<file path="config.mk">
export PLATFORM = sky130hd
export DESIGN_NAME = bpf_fetch
export DESIGN_NICKNAME = d
export VERILOG_FILES = /design/src/rtl/bpf_fetch.sv
export SDC_FILE = /design/constraint.sdc
export NUM_CORES = 1
export LEC_CHECK = 0
export ABC_CLOCK_PERIOD_IN_PS = 4700
export BUFFER_PORTS_ARGS = -buffer_cell sky130_fd_sc_hd__buf_2
export CAP_MARGIN = 10
export CORE_MARGIN = 10
export CORE_UTILIZATION = 50
export CTS_CLUSTER_SIZE = 25
export DETAILED_ROUTE_END_ITERATION = 8
export HOLD_SLACK_MARGIN = 0.02
export PLACE_DENSITY = 0.76
export SLEW_MARGIN = 20
export SYNTH_ARGS = -nofsm -noshare
export SYNTH_HDL_FRONTEND = slang
export SYNTH_SLANG_ARGS = --single-unit
export TNS_END_PERCENT = 50
</file>
<file path="constraint.sdc">
create_clock -name iCLK -period 4.7 [get_ports iCLK]
set_input_delay 0.47 -clock iCLK [delete_from_list [all_inputs] [get_ports iCLK]]
set_output_delay 0.47 -clock iCLK [all_outputs]
set_load 0.01 [all_outputs]
</file>
<file path="src/rtl/bpf_fetch.sv">
// bpf_fetch: fetch/PC unit; reads one instruction on STEP1 and commits the next PC on STEP5.
module bpf_fetch #(
  parameter int PC_WIDTH    = 8,
  parameter int PROG_LEN    = 256,
  parameter int ACK_TIMEOUT = 3
) (
  input  logic                iCLK,
  input  logic                iRST,
  input  logic                iSTEP1,
  input  logic                iSTEP5,
  input  logic                iBR_TAKE,
  input  logic                iIMEM_ACK,
  input  logic [63:0]         iIMEM_DATA,
  output logic                oIMEM_REQ,
  output logic [PC_WIDTH-1:0] oIMEM_ADDR,
  output logic [PC_WIDTH-1:0] oPC,
  output logic [15:0]         oOPCODE,
  output logic [7:0]          oJT,
  output logic [7:0]          oJF,
  output logic [31:0]         oK,
  output logic                oINSN_VALID,
  output logic                oHALT,
  output logic                oFAULT
);
  localparam int CW = $clog2(ACK_TIMEOUT + 1);
  typedef enum logic [2:0] {IDLE, WAIT, VALID, HALT, FAULT} state_t;
  state_t state, stateNext;
  logic [CW-1:0] cnt, cntNext, cntInc;
  logic [PC_WIDTH-1:0] pcNext, addrNext;
  logic reqNext, validNext, haltNext, faultNext, latch;
  logic isJmp, isRet;
  logic [31:0] jmpOff;
  logic [32:0] nextPc;
  assign cntInc = cnt + 1'b1;
  assign isJmp  = oOPCODE[2:0] == 3'd5;
  assign isRet  = oOPCODE[2:0] == 3'd6;
  assign jmpOff = oOPCODE[7:4] == 4'd0 ? oK : {24'd0, iBR_TAKE ? oJT : oJF};
  // Widened so a large k or an offset past the end can never wrap back into range.
  assign nextPc = {{(33-PC_WIDTH){1'b0}}, oPC} + 33'd1 + (isJmp ? {1'b0, jmpOff} : 33'd0);
  always_comb begin
    stateNext = state;
    cntNext   = cnt;
    pcNext    = oPC;
    addrNext  = oIMEM_ADDR;
    reqNext   = oIMEM_REQ;
    validNext = oINSN_VALID;
    haltNext  = oHALT;
    faultNext = oFAULT;
    latch     = 1'b0;
    case (state)
      IDLE: if (iSTEP1) begin
        stateNext = WAIT;
        reqNext   = 1'b1;
        addrNext  = oPC;
        cntNext   = '0;
      end
      WAIT: if (iSTEP1 || (!iIMEM_ACK && cntInc == CW'(ACK_TIMEOUT))) begin
        stateNext = FAULT;
        reqNext   = 1'b0;
        faultNext = 1'b1;
      end else if (iIMEM_ACK) begin
        stateNext = VALID;
        reqNext   = 1'b0;
        validNext = 1'b1;
        latch     = 1'b1;
      end else begin
        cntNext = cntInc;
      end
      VALID: if (iSTEP1) begin
        stateNext = FAULT;
        faultNext = 1'b1;
      end else if (iSTEP5) begin
        if (isRet) begin
          stateNext = HALT;
          haltNext  = 1'b1;
          validNext = 1'b0;
        end else if (nextPc >= 33'(PROG_LEN)) begin
          stateNext = FAULT;
          faultNext = 1'b1;
        end else begin
          stateNext = IDLE;
          pcNext    = nextPc[PC_WIDTH-1:0];
          validNext = 1'b0;
        end
      end
      default: reqNext = 1'b0;
    endcase
  end
  always_ff @(posedge iCLK) begin
    if (iRST) begin
      state       <= IDLE;
      cnt         <= '0;
      oPC         <= '0;
      oIMEM_ADDR  <= '0;
      oIMEM_REQ   <= 1'b0;
      oINSN_VALID <= 1'b0;
      oHALT       <= 1'b0;
      oFAULT      <= 1'b0;
      oOPCODE     <= '0;
      oJT         <= '0;
      oJF         <= '0;
      oK          <= '0;
    end else begin
      state       <= stateNext;
      cnt         <= cntNext;
      oPC         <= pcNext;
      oIMEM_ADDR  <= addrNext;
      oIMEM_REQ   <= reqNext;
      oINSN_VALID <= validNext;
      oHALT       <= haltNext;
      oFAULT      <= faultNext;
      if (latch) {oOPCODE, oJT, oJF, oK} <= iIMEM_DATA;
    end
  end
endmodule

</file>
Word level (Yosys, flattened, before mapping)
Cells that the tools add are included.
{"block": "word_totals", "register_bits": 89, "out_inout_bits": 84, "wordCells": 88}
{"block": "classes", "add_sub_neg": 3, "order_cmp": 1, "n_eq_ne": 17, "mux": 35, "n_bitwise": 4, "n_reduce_logical": 16}
{"operator": "two-way mux 32 bit", "count": 2}
{"operator": "adder 9 x 32 -> 33 bit", "count": 1}
{"operator": ">= comparator 33 x 9 -> 1 bit, second input constant", "count": 1}
{"operator": "two-way mux 3 bit", "count": 7}
{"operator": "two-way mux 1 bit", "count": 17}
{"operator": "!= test 3 bit, second input constant", "count": 5}
{"operator": "!= test 2 bit, second input constant", "count": 7}
{"operator": "AND reduction 4 bit", "count": 3}
{"operator": "AND reduction 5 bit", "count": 2}
{"operator": "adder 8 x 1 -> 9 bit, second input constant", "count": 1}
{"operator": "one-hot mux 3 bit (3 select lines)", "count": 1}
{"operator": "two-way mux 8 bit", "count": 1}
{"operator": "== test 3 bit, second input constant", "count": 2}
{"operator": "two-way mux 2 bit", "count": 3}
{"operator": "AND reduction 6 bit", "count": 1}
{"operator": "logical NOT 4 bit", "count": 1}
{"operator": "inverter 1 bit", "count": 4}
{"operator": "one-hot mux 1 bit (2 select lines)", "count": 2}
{"operator": "one-hot mux 2 bit (2 select lines)", "count": 1}
{"operator": "nonzero test 2 bit", "count": 2}
{"operator": "== test 3 x 1 -> 1 bit, second input constant", "count": 1}
{"operator": "== test 3 x 2 -> 1 bit, second input constant", "count": 1}
{"operator": "logical NOT 3 bit", "count": 1}
{"operator": "one-hot mux 1 bit (3 select lines)", "count": 1}
{"operator": "8 further kinds", "count": 8}

Longest topological paths before layout
Gate-level depths: netlist of run 1.
{"block": "logic_depth", "word_depth": 10, "ltp_mapped": 18, "mapped_depth_nobuf": 16}

Least setup slack after synthesis of run 1
No wires, ideal clock.
{"block": "synth_timing", "path_kind": "reg2reg", "from": "register oOPCODE[4]", "to": "register oPC[2]", "setup_time_ps": 128, "t_arrival_ps": 4165, "path_slack_ps": 408, "stages_incl_launch_ff": 19, "path_buffers": 3, "period_less_slack_ps": 4292, "cell_sequence": "dfxtp_1 -> or4_1 -> buf_2 -> clkbuf_1 -> nand2_1 -> o211ai_1 -> ha_1 -> fa_1 -> nor2b_1 -> o31a_1 -> o21ai_1 -> or3_1 -> a31o_1 -> nor4_2 -> nand4_1 -> nor4_2 -> buf_6 -> mux2i_1 -> nor2_1"}
{"block": "synth_via", "elab_chain_cells": 7}
{"element": "start: declaration", "line": "17", "text": "output logic [15:0] oOPCODE,"}
{"element": "start signal: assignment", "line": "112", "text": "if (latch) {oOPCODE, oJT, oJF, oK} <= iIMEM_DATA;"}
{"element": "logical NOT 4 bit (*)", "line": "37", "text": "assign jmpOff = oOPCODE[7:4] == 4'd0 ? oK : {24'd0, iBR_TAKE ? oJT : oJF};"}
{"element": "two-way mux 32 bit (*)", "line": "37"}
{"element": "two-way mux 32 bit (*)", "line": "39", "text": "assign nextPc = {{(33-PC_WIDTH){1'b0}}, oPC} + 33'd1 + (isJmp ? {1'b0, jmpOff} : 33'd0);"}
{"element": "adder 9 x 32 -> 33 bit (*)", "line": "39"}
{"element": ">= comparator 33 x 9 -> 1 bit", "line": "77", "text": "end else if (nextPc >= 33'(PROG_LEN)) begin"}
{"element": "inverter 1 bit (no source line)"}
{"element": "AND reduction 5 bit (no source line)"}
{"element": "end signal: assignment", "line": "106", "text": "oPC <= pcNext;"}
{"element": "end: declaration", "line": "16", "text": "output logic [PC_WIDTH-1:0] oPC,"}
Mark *: on every way between the ends. The rest lies on a longest branch, timed or not.
A chain may end at the register's enable or synchronous reset.

Worst setup path in the final report of run 1
{"block": "layout_timing", "from": "register oOPCODE[4]", "to": "register oPC[4]"}
Same word-level chain as after synthesis.

==> results of run 1 <==
==> logic make-up (layout without fill, tap and decap cells) <==
family | after synthesis | count (layout) | share of synthesized area
AOI/OAI and AO/OA | 143 | 143 | 0.1893
xor gates and xnor gates | 13 | 13 | 0.02541
adders and majority gates | 10 | 10 | 0.02960
buffers and inverters | 40 | 186 | 0.03574
DFF | 89 | 89 | 0.3977
muxes | 17 | 17 | 0.03826
and+or+nand+nor | 284 | 284 | 0.2840
==> per-layer routing <==
metal  routed length (um)  vias to the layer above  GRT usage  share of wire
li1                     -                     2359          -              -
met1                 6238                     2145     0.2675           0.43
met4                  128                        0    0.05013         0.0089
met3                 1424                       13    0.08438          0.099
met2                 6638                      177     0.3292           0.46
met5                    0                        -          0              0
==> metrics by stage <==
stage / setup WS (ns) / utilization
floorplan: 0.4078 / -
global placement: 0.4581 / 0.6102
detailed placement: 0.4216 / 0.6102
CTS: 0.3804 / 0.6370
global route: 0.08732 / 0.6374
finish: 0.3140 / 0.6374
==> area by class of cell <==
type	instances	area (um^2)	share of cell area
Timing Repair Buffer	161	825.8	0.1485
Sequential cell	89	1782	0.3205
Multi-Input combinational cell	467	2549	0.4585
Clock buffer	9	123.9	0.02228
Inverter	9	33.78	0.006077
Tap cell	108	135.1	0.02431
Clock inverter	7	110.1	0.01981
==> registers in the layout (all words and copies together) (netlist names) <==
register / flops
oIMEM_REQ: 1
state: 3
oINSN_VALID: 1
oOPCODE: 16
oJT: 8
oIMEM_ADDR: 8
oFAULT: 1
oK: 32
oPC: 8
oHALT: 1
cnt: 2
oJF: 8
==> power by group <==
group          switching, mW  internal [mW]  total (mW)
logic                  0.265          0.163       0.428
registers             0.0781          0.818       0.896
clock network          0.315          0.311       0.626
total                  0.658           1.29        1.95
==> synth_stat cells, types with 3 or more instances <==
master and n:
a211oi_1 8, a21o_1 5, a21oi_1 89, a31oi_1 6, and3_2 3, buf_1 8, clkbuf_1 20, dfxtp_1 89
ha_1 9, inv_1 9, mux2i_1 16, nand2_1 167, nand3_1 14, nand3b_1 3, nand4_1 11, nor2_1 40
nor3_1 16, nor4_1 3, o2111ai_1 3, o21a_1 5, o21ai_0 8, or3_1 5, xnor2_1 9, xor2_1 4
==> worst max-delay path, stage by stage (launching register included) <==
cell and delay (ns):
dfxtp_1 0.34, or4_1 0.59, buf_4 0.22, a211oi_1 0.33
ha_1 0.36, a21o_1 0.22, a31oi_1 0.38, a21oi_1 0.16
mux2_2 0.30, a311oi_1 0.33, nand4_1 0.23, nor4_2 0.30
buf_4 0.23, mux2i_1 0.21, nor2_1 0.06
==> worst min path at each step <==
stage                               from            end  cells past startpoint
final                     iIMEM_DATA[61]    oOPCODE[13]                      3
after global routing      iIMEM_DATA[54]     oOPCODE[6]                      3
after CTS                 iIMEM_DATA[38]         oJF[6]                      3
after detailed placement   oIMEM_ADDR[3]  oIMEM_ADDR[3]                      2
after global placement       oOPCODE[14]    oOPCODE[14]                      2
after floorplan                   cnt[1]         cnt[1]                      2
==> flow_metrics.py, run 1 <==
metrics = {
    "run_status": {
        "outcome": "completed",
    },
    "timing": {
        "skew_ns": 0.01563,
        "min_period_ns": 4.386,
        "drv_slew": 0,
        "max_freq_ghz": 0.2280,
        "grt_setup_unrepaired": "false",
        "slew_headroom": 0.3605,
        "setup_viol": 0,
        "period_share": 0.9332,
        "tns_ns": 0,
        "tightest_slew_ns": 0.9592,
        "holdWs_ns": 0.3260,
        "hold_viol": 0,
    },
    "floorplanning": {
        "die_w_um": 114.7,
        "initial_core_util": 0.5138,
        "die_area_mm2": 0.01315,
        "die-height_um": 114.7,
        "ios": 154,
        "rows": 34,
        "core-area_mm2": 0.008721,
    },
    "synth": {
        "yosys-top-cells-area": "dfxtp_1 40%, nand2_1 14%, a21oi_1 9.9%",
        "synth_nets": 676,
        "synth_top_area_cell": "dfxtp_1",
        "postSynthCellCount": 596,
        "synth_ff_type": "dfxtp_1",
        "synth-edff-count": 0,
        "yosysTopAreaCellShare": 0.3977,
        "ys_ff_latch": 89,
        "yosysSeqAreaShare": 0.3977,
        "yosysUniqueCellTypes": 57,
        "syn_area_mm2": 0.004481,
        "yosys_warnings": 0,
        "synthArstFlopShare": 0,
        "avgSynthCellArea_um2": 7.518,
    },
    "clock_network": {
        "cts.path.max_buffers": 2,
        "cts_hold_buf": 0,
        "h-tree-depth": 3,
        "cts_setup_buffers": 0,
        "tritoncts": "yes",
        "ctsResizeCount": 0,
        "cts.reportedPaths.clkPinSlew_ns": 0.11,
        "clock_tree.root_cell": "clkbuf_8",
        "clk_latency_ns": 0.37,
        "numCtsBuffers": 9,
        "numClockSinks": 89,
    },
    "run": {
        "maxCapViolCount": 0,
    },
    "worst_setup_path": {
        "worstSetupPathType": "register to register",
        "critPathLaunchType": "register",
        "end_kind": "register",
        "critPathCapture": "oPC[4]",
        "cp.arrival_ns": 4.63,
        "worstReg2RegStart": "oOPCODE[4]",
        "required_ns": 4.94,
        "reg2reg_slack_ns": 0.31,
        "r2r-end": "oPC[4]",
        "cp_max_fo": 15,
        "crit_start": "oOPCODE[4]",
        "ff2ff_path_depth": 14,
    },
    "final_layout": {
        "postLayoutCellArea_mm2": 0.005559,
        "synthToLayoutAreaGrowth_pct": 24.07,
        "final_cell_mix": "167 x nand2_1, 153 x buf_2, 89 x a21oi_1, 89 x dfxtp_1, 40 x nor2_1",
        "mostFrequentLayoutCell": "nand2_1",
        "fin_cells": 850,
        "n_antenna_cell": 0,
        "nFillCells": 809,
        "num-nets-final": 817,
        "drive_above_1_share": 0.2615,
    },
    "min_path": {
        "hp-class": "input pin to register",
    },
    "routing": {
        "vias": 4694,
        "wl_um": 14430,
        "drt_drc_violations_left": 0,
        "drtPass1Iterations": 4,
        "ant_nets": 0,
        "first_iter_violations": 288,
        "wl_per_cell_um": 16.98,
        "viasPerCell": 5.522,
    },
    "pwr": {
        "cellLeakagePower_nw": 2.343,
        "peakVddDrop_mv": 0.2044,
        "p_total_mw": 1.949,
        "power_density_mw_per_mm2": 350.7,
    },
    "placement": {
        "place.gp.congestion": 0.8873,
        "place_area_mm2": 0.005321,
        "numPortBuffers": 153,
        "hpwl_um": 11080,
        "placedCellCount": 834,
    },
    "global_routing": {
        "grt-ovfl-total": 0,
        "grt_antenna_before_repair": 0,
        "first_global_vias": 4551,
        "grtUsageTotal": 0.2116,
        "grt_pass1_wl_um": 22990,
        "grt_max_degree": 65,
    },
}
(Power assumes the default switching activity.)
==> run 2: changes to the inputs <==
- CELL_PAD_IN_SITES_DETAIL_PLACEMENT: unset -> 0
- CELL_PAD_IN_SITES_GLOBAL_PLACEMENT: unset -> 1
- CORE_UTILIZATION: 50 -> 35
- PLACE_DENSITY: 0.76 -> 0.75
- TNS_END_PERCENT: 50 -> unset
==> flow_metrics.py, run 2 (synthesized netlist as in run 1, its figures left out) <==
metrics = {
    "run_status": {
        "outcome": "completed",
    },
    "floorplanning": {
        "die-height_um": 133.1,
        "die_w_um": 133.1,
        "core-area_mm2": 0.01257,
        "rows": 41,
        "die_area_mm2": 0.01773,
        "initial_core_util": 0.3565,
        "ios": 154,
    },
    "worst_setup_path": {
        "cp_max_fo": 15,
        "worst-path-buf-inv": 2,
        "cp_slowest_cell": "or4_1",
        "cp_top_family": "compound AO/OA/AOI/OAI gates",
        "worstSetupPathType": "register to register",
        "max_stage_delay_ns": 0.59,
        "critPathLaunchType": "register",
        "reg2reg_slack_ns": 0.41,
        "required_ns": 4.90,
        "end_kind": "register",
        "crit_chain": "or4_1 -> buf_4 -> a211oi_1 -> ha_1 -> a21o_1 -> a31oi_1 -> a21oi_1 -> a211o_1 -> a31oi_1 -> nand4_1 -> nor4_2 -> buf_4 -> mux2i_1 -> nor2_1",
        "cp.arrival_ns": 4.50,
    },
    "pwr": {
        "peakVddDrop_mv": 0.1682,
        "power_density_mw_per_mm2": 353.0,
        "p_int_mw": 1.368,
        "p_sw_frac": 0.3191,
        "p_comb_frac": 0.213,
        "clkPwrFrac": 0.341,
        "power.switching_mw": 0.6413,
        "cellLeakagePower_nw": 2.358,
        "power_frac_seq": 0.446,
    },
    "timing": {
        "drv_slew": 0,
        "max_freq_ghz": 0.2331,
        "grt_setup_unrepaired": "false",
        "setup_viol": 0,
        "min_period_ns": 4.290,
        "tightest_slew_ns": 0.7749,
        "hold_viol": 0,
        "slew_headroom": 0.4834,
        "skew_ns": 0.005559,
        "tns_ns": 0,
        "period_share": 0.9128,
    },
    "routing": {
        "first_iter_violations": 318,
        "vias": 4656,
        "ant_nets": 0,
        "drtPass1Iterations": 5,
        "viasPerCell": 5.089,
        "wl_per_cell_um": 16.64,
        "drt_drc_violations_left": 0,
        "wl_um": 15220,
    },
    "clock_network": {
        "tritoncts": "yes",
        "ctsResizeCount": 0,
        "h-tree-depth": 3,
        "cts.path.max_buffers": 2,
        "cts_hold_buf": 0,
        "cts_setup_buffers": 0,
        "clk_latency_ns": 0.35,
        "numCtsBuffers": 9,
        "numClockSinks": 89,
        "cts.reportedPaths.clkPinSlew_ns": 0.06,
        "clock_tree.root_cell": "clkbuf_16",
    },
    "final_layout": {
        "largest_register_ffs": 32,
        "final_cell_mix": "167 x nand2_1, 153 x buf_2, 89 x a21oi_1, 89 x dfxtp_1, 40 x nor2_1",
        "reg_top3": "oK (32), oOPCODE (16)",
        "drive_above_1_share": 0.2611,
        "fin_cells": 915,
        "n_antenna_cell": 0,
        "utilization": 0.4530,
        "mostFrequentLayoutCell": "nand2_1",
        "synthToLayoutAreaGrowth_pct": 27.06,
        "num-nets-final": 818,
        "regMostFlops": "oK",
    },
    "global_routing": {
        "grt_max_degree": 51,
        "grt-ovfl-total": 0,
        "grt_antenna_before_repair": 0,
        "grt_pass1_wl_um": 24400,
        "first_global_vias": 4539,
        "grtUsageTotal": 0.1686,
    },
    "run": {
        "maxCapViolCount": 0,
    },
    "placement": {
        "hpwl_um": 11800,
        "placedCellCount": 899,
        "numPortBuffers": 153,
        "place.gp.congestion": 0.8479,
    },
    "min_path": {
        "hp-class": "input pin to register",
    },
}
run 2: changes by cell type in the layout (fill, tap and decap cells not counted), sizes merged:
cell | before | now
clkinvlp | 0 | 3
inv | 12 | 9
clkbuf | 9 | 12
buf | 161 | 162
bufinv | 2 | 0
clkinv | 2 | 1
run 2: layout make-up:
type / instances / area [um^2]
repair buffers: 162 / 833.3
clock inverters: 4 / 27.53
well taps: 172 / 215.2
fillers: 1325 / 6875
flip-flops and latches: 89 / 1782
inverters: 9 / 33.78
multi-input cells: 467 / 2545
clock buffers: 12 / 256.5
run 2: metrics by stage:
step	hold slack, ns	total power, mW	worst slack (ns)	cell area (um^2)
2_1_floorplan	0.4613	1.173	0.4078	4481
3_3_place_gp	0.4387	1.338	0.5263	5409
3_5_place_dp	0.4472	1.346	0.4315	5409
4_1_cts	0.3450	2.032	0.4099	5693
5_1_grt	0.3523	2.122	0.04961	5693
6_report	0.3528	2.010	0.4100	5693
run 2: metal layers:
layer	vias to the layer above	routed length [um]	GRT usage
met5	-	0	0
met4	0	174	0.05139
met3	13	1220	0.05865
met2	136	6757	0.2593
met1	2144	7071	0.2171
li1	2363	-	-
run 2: worst reg2reg max path, cell delays in order, from the launching register on:
cell	delay [ns]
dfxtp_1	0.33
or4_1	0.60
buf_4	0.23
a211oi_1	0.23
ha_1	0.33
a21o_1	0.23
a31oi_1	0.41
a21oi_1	0.27
a211o_1	0.32
a31oi_1	0.20
nand4_1	0.19
nor4_2	0.30
buf_4	0.24
mux2i_1	0.21
nor2_1	0.06
run 2: worst paths after layout:
check                  from             to  cells past startpoint
max              oOPCODE[4]         oPC[6]                     14
min          iIMEM_DATA[60]    oOPCODE[12]                      3
max reg2reg      oOPCODE[4]         oPC[6]                     14
min reg2reg   oIMEM_ADDR[0]  oIMEM_ADDR[0]                      2
run 2: power groups by stage:
stage,registers [mW],logic [mW],clock network (mW)
final,0.896,0.428,0.686
after floorplan,0.908,0.265,0
after global routing,0.909,0.484,0.729
after CTS,0.897,0.434,0.701
after global placement,0.911,0.427,0
after detailed placement,0.913,0.433,0
==> run 3: changes to the inputs <==
- ABC_CLOCK_PERIOD_IN_PS: 4700 -> unset
- CORE_UTILIZATION: 35 -> 37
- CTS_BUF_LIST: unset -> sky130_fd_sc_hd__clkbuf_8
- PLACE_DENSITY: 0.75 -> 0.79
- clock period: 4.7 -> 4.4 ns (I/O delays scaled with it)
==> flow_metrics.py, run 3 (synthesized netlist as in run 1, its figures left out) <==
metrics = {
    "pwr": {
        "clkPwrFrac": 0.278,
        "power_density_mw_per_mm2": 348.0,
        "power_frac_seq": 0.486,
        "power.switching_mw": 0.6754,
        "peakVddDrop_mv": 0.2129,
        "p_comb_frac": 0.236,
        "cellLeakagePower_nw": 2.366,
        "p_int_mw": 1.293,
        "p_sw_frac": 0.3432,
    },
    "worst_setup_path": {
        "cp.arrival_ns": 4.45,
        "critPathLaunchType": "register",
        "end_kind": "register",
        "r2r-end": "oPC[4]",
        "required_ns": 4.66,
        "worstSetupPathType": "register to register",
        "crit_start": "oOPCODE[4]",
        "reg2reg_slack_ns": 0.21,
        "worstReg2RegStart": "oOPCODE[4]",
        "cp_max_fo": 5,
        "ff2ff_path_depth": 16,
    },
    "final_layout": {
        "num-nets-final": 824,
        "reg_top3": "oK (32), oOPCODE (16)",
        "largest_register_ffs": 32,
        "multiInputGateArea_mm2": 0.002592,
        "regMostFlops": "oK",
        "mostFrequentLayoutCell": "nand2_1",
        "nFillCells": 1259,
        "seq_area_mm2": 0.001782,
        "n_antenna_cell": 0,
        "synthToLayoutAreaGrowth_pct": 26.22,
        "drive_above_1_share": 0.2777,
        "final_cell_mix": "167 x nand2_1, 154 x buf_2, 89 x a21oi_1, 89 x dfxtp_1, 40 x nor2_1",
        "postLayoutCellArea_mm2": 0.005655,
    },
    "global_routing": {
        "grt_max_degree": 65,
        "grt_antenna_before_repair": 0,
        "grtUsageTotal": 0.1787,
        "grt-ovfl-total": 0,
        "grt_pass1_wl_um": 24160,
        "first_global_vias": 4651,
    },
    "timing": {
        "slew_headroom": 0.4882,
        "max_freq_ghz": 0.2388,
        "skew_ns": 0.01476,
        "setup_viol": 0,
        "period_share": 0.9517,
        "min_period_ns": 4.188,
        "drv_slew": 0,
        "tightest_slew_ns": 0.7676,
        "tns_ns": 0,
        "hold_viol": 0,
    },
    "run_status": {
        "outcome": "completed",
    },
    "clock_network": {
        "clk_latency_ns": 0.39,
        "numCtsBuffers": 9,
        "cts_hold_buf": 0,
        "tritoncts": "yes",
        "cts.reportedPaths.clkPinSlew_ns": 0.10,
        "h-tree-depth": 3,
        "numClockSinks": 89,
        "clock_tree.root_cell": "clkbuf_8",
        "cts.path.max_buffers": 2,
    },
    "routing": {
        "vias": 4709,
        "viasPerCell": 5.256,
        "drtPass1Iterations": 5,
        "wl_per_cell_um": 16.92,
        "first_iter_violations": 282,
        "wl_um": 15160,
        "ant_nets": 0,
        "drt_drc_violations_left": 0,
    },
    "placement": {
        "place_area_mm2": 0.005389,
        "numPortBuffers": 153,
        "hpwl_um": 11660,
        "place.gp.congestion": 0.9082,
    },
    "floorplanning": {
        "ios": 154,
        "die_w_um": 130.0,
        "initial_core_util": 0.3762,
        "die_area_mm2": 0.01691,
        "die-height_um": 130.0,
        "rows": 40,
        "core-area_mm2": 0.01191,
    },
    "min_path": {
        "hold_end": "oOPCODE[1]",
        "hold_depth": 3,
        "hp-class": "input pin to register",
        "hold_start": "iIMEM_DATA[49]",
    },
    "run": {
        "maxCapViolCount": 0,
    },
}
## run 3: cell count changes in the layout (fill, tap and decap cells not counted), moves of 2 or more
| cell | before | now |
|---|---|---|
| clkinvlp_4 | 3 | 0 |
| clkbuf_8 | 2 | 11 |
| clkbuf_16 | 9 | 0 |
| inv_6 | 0 | 2 |
| buf_4 | 9 | 14 |
## run 3: cell type report
class | instances | area share
Timing Repair Buffer | 168 | 0.1549
Tap cell | 147 | 0.03252
Clock inverter | 5 | 0.006416
Multi-Input combinational cell | 467 | 0.4584
Sequential cell | 89 | 0.3150
Inverter | 9 | 0.005973
Clock buffer | 11 | 0.02677
## run 3: metal layers
| metal | track usage | routed length (um) | vias up |
|---|---|---|---|
| li1 | - | - | 2374 |
| met1 | 0.2242 | 6733 | 2181 |
| met2 | 0.2791 | 6969 | 144 |
| met3 | 0.06937 | 1315 | 10 |
| met4 | 0.04894 | 141 | 0 |
| met5 | 0 | 0 | - |
## run 3: through the flow
stage	setup WS, ns	cells	hold slack [ns]	total power [mW]	util
final	0.2125	896	0.2831	1.968	0.4748
after global routing	-0.009112	896	0.2597	2.098	0.4748
after detailed placement	0.01162	875	0.4472	1.436	0.4524
after CTS	0.06224	891	0.2596	1.984	0.4687
after floorplan	0.1078	596	0.4613	1.253	-
after global placement	0.1540	875	0.4397	1.424	0.4521
## run 3: worst max-delay path by stage
stage / endpoint / cells past startpoint
after detailed placement: oPC[4] / 14
after global placement: oPC[2] / 14
after floorplan: oPC[2] / 18
after global routing: oPC[4] / 17
final: oPC[4] / 16
after CTS: oPC[4] / 16
## run 3: worst max-delay path, stage by stage, from the launching register on
cell	delay [ns]
dfxtp_1	0.34
or4_4	0.56
nand2_1	0.08
o211ai_1	0.11
ha_1	0.23
fa_1	0.41
nor2b_1	0.18
o31a_1	0.22
o21ai_1	0.11
or3_1	0.38
a31o_1	0.24
nor4_2	0.24
nand4_1	0.26
nor4_4	0.23
buf_4	0.20
mux2i_1	0.20
nor2_1	0.06
## run 3: power by group through the flow
stage | clock, mW | sequential [mW] | combinational (mW)
finish | 0.547 | 0.956 | 0.465
global route | 0.600 | 0.969 | 0.529
CTS | 0.564 | 0.956 | 0.464
detailed placement | 0 | 0.974 | 0.462
global placement | 0 | 0.972 | 0.452
floorplan | 0 | 0.970 | 0.283
## run 3: what timing repair did
item,in CTS,in global routing
endpoints found under the setup margin,2,8
pin swaps,0,5
setup buffers,0,4
cloned,0,1
resized for setup,1,8
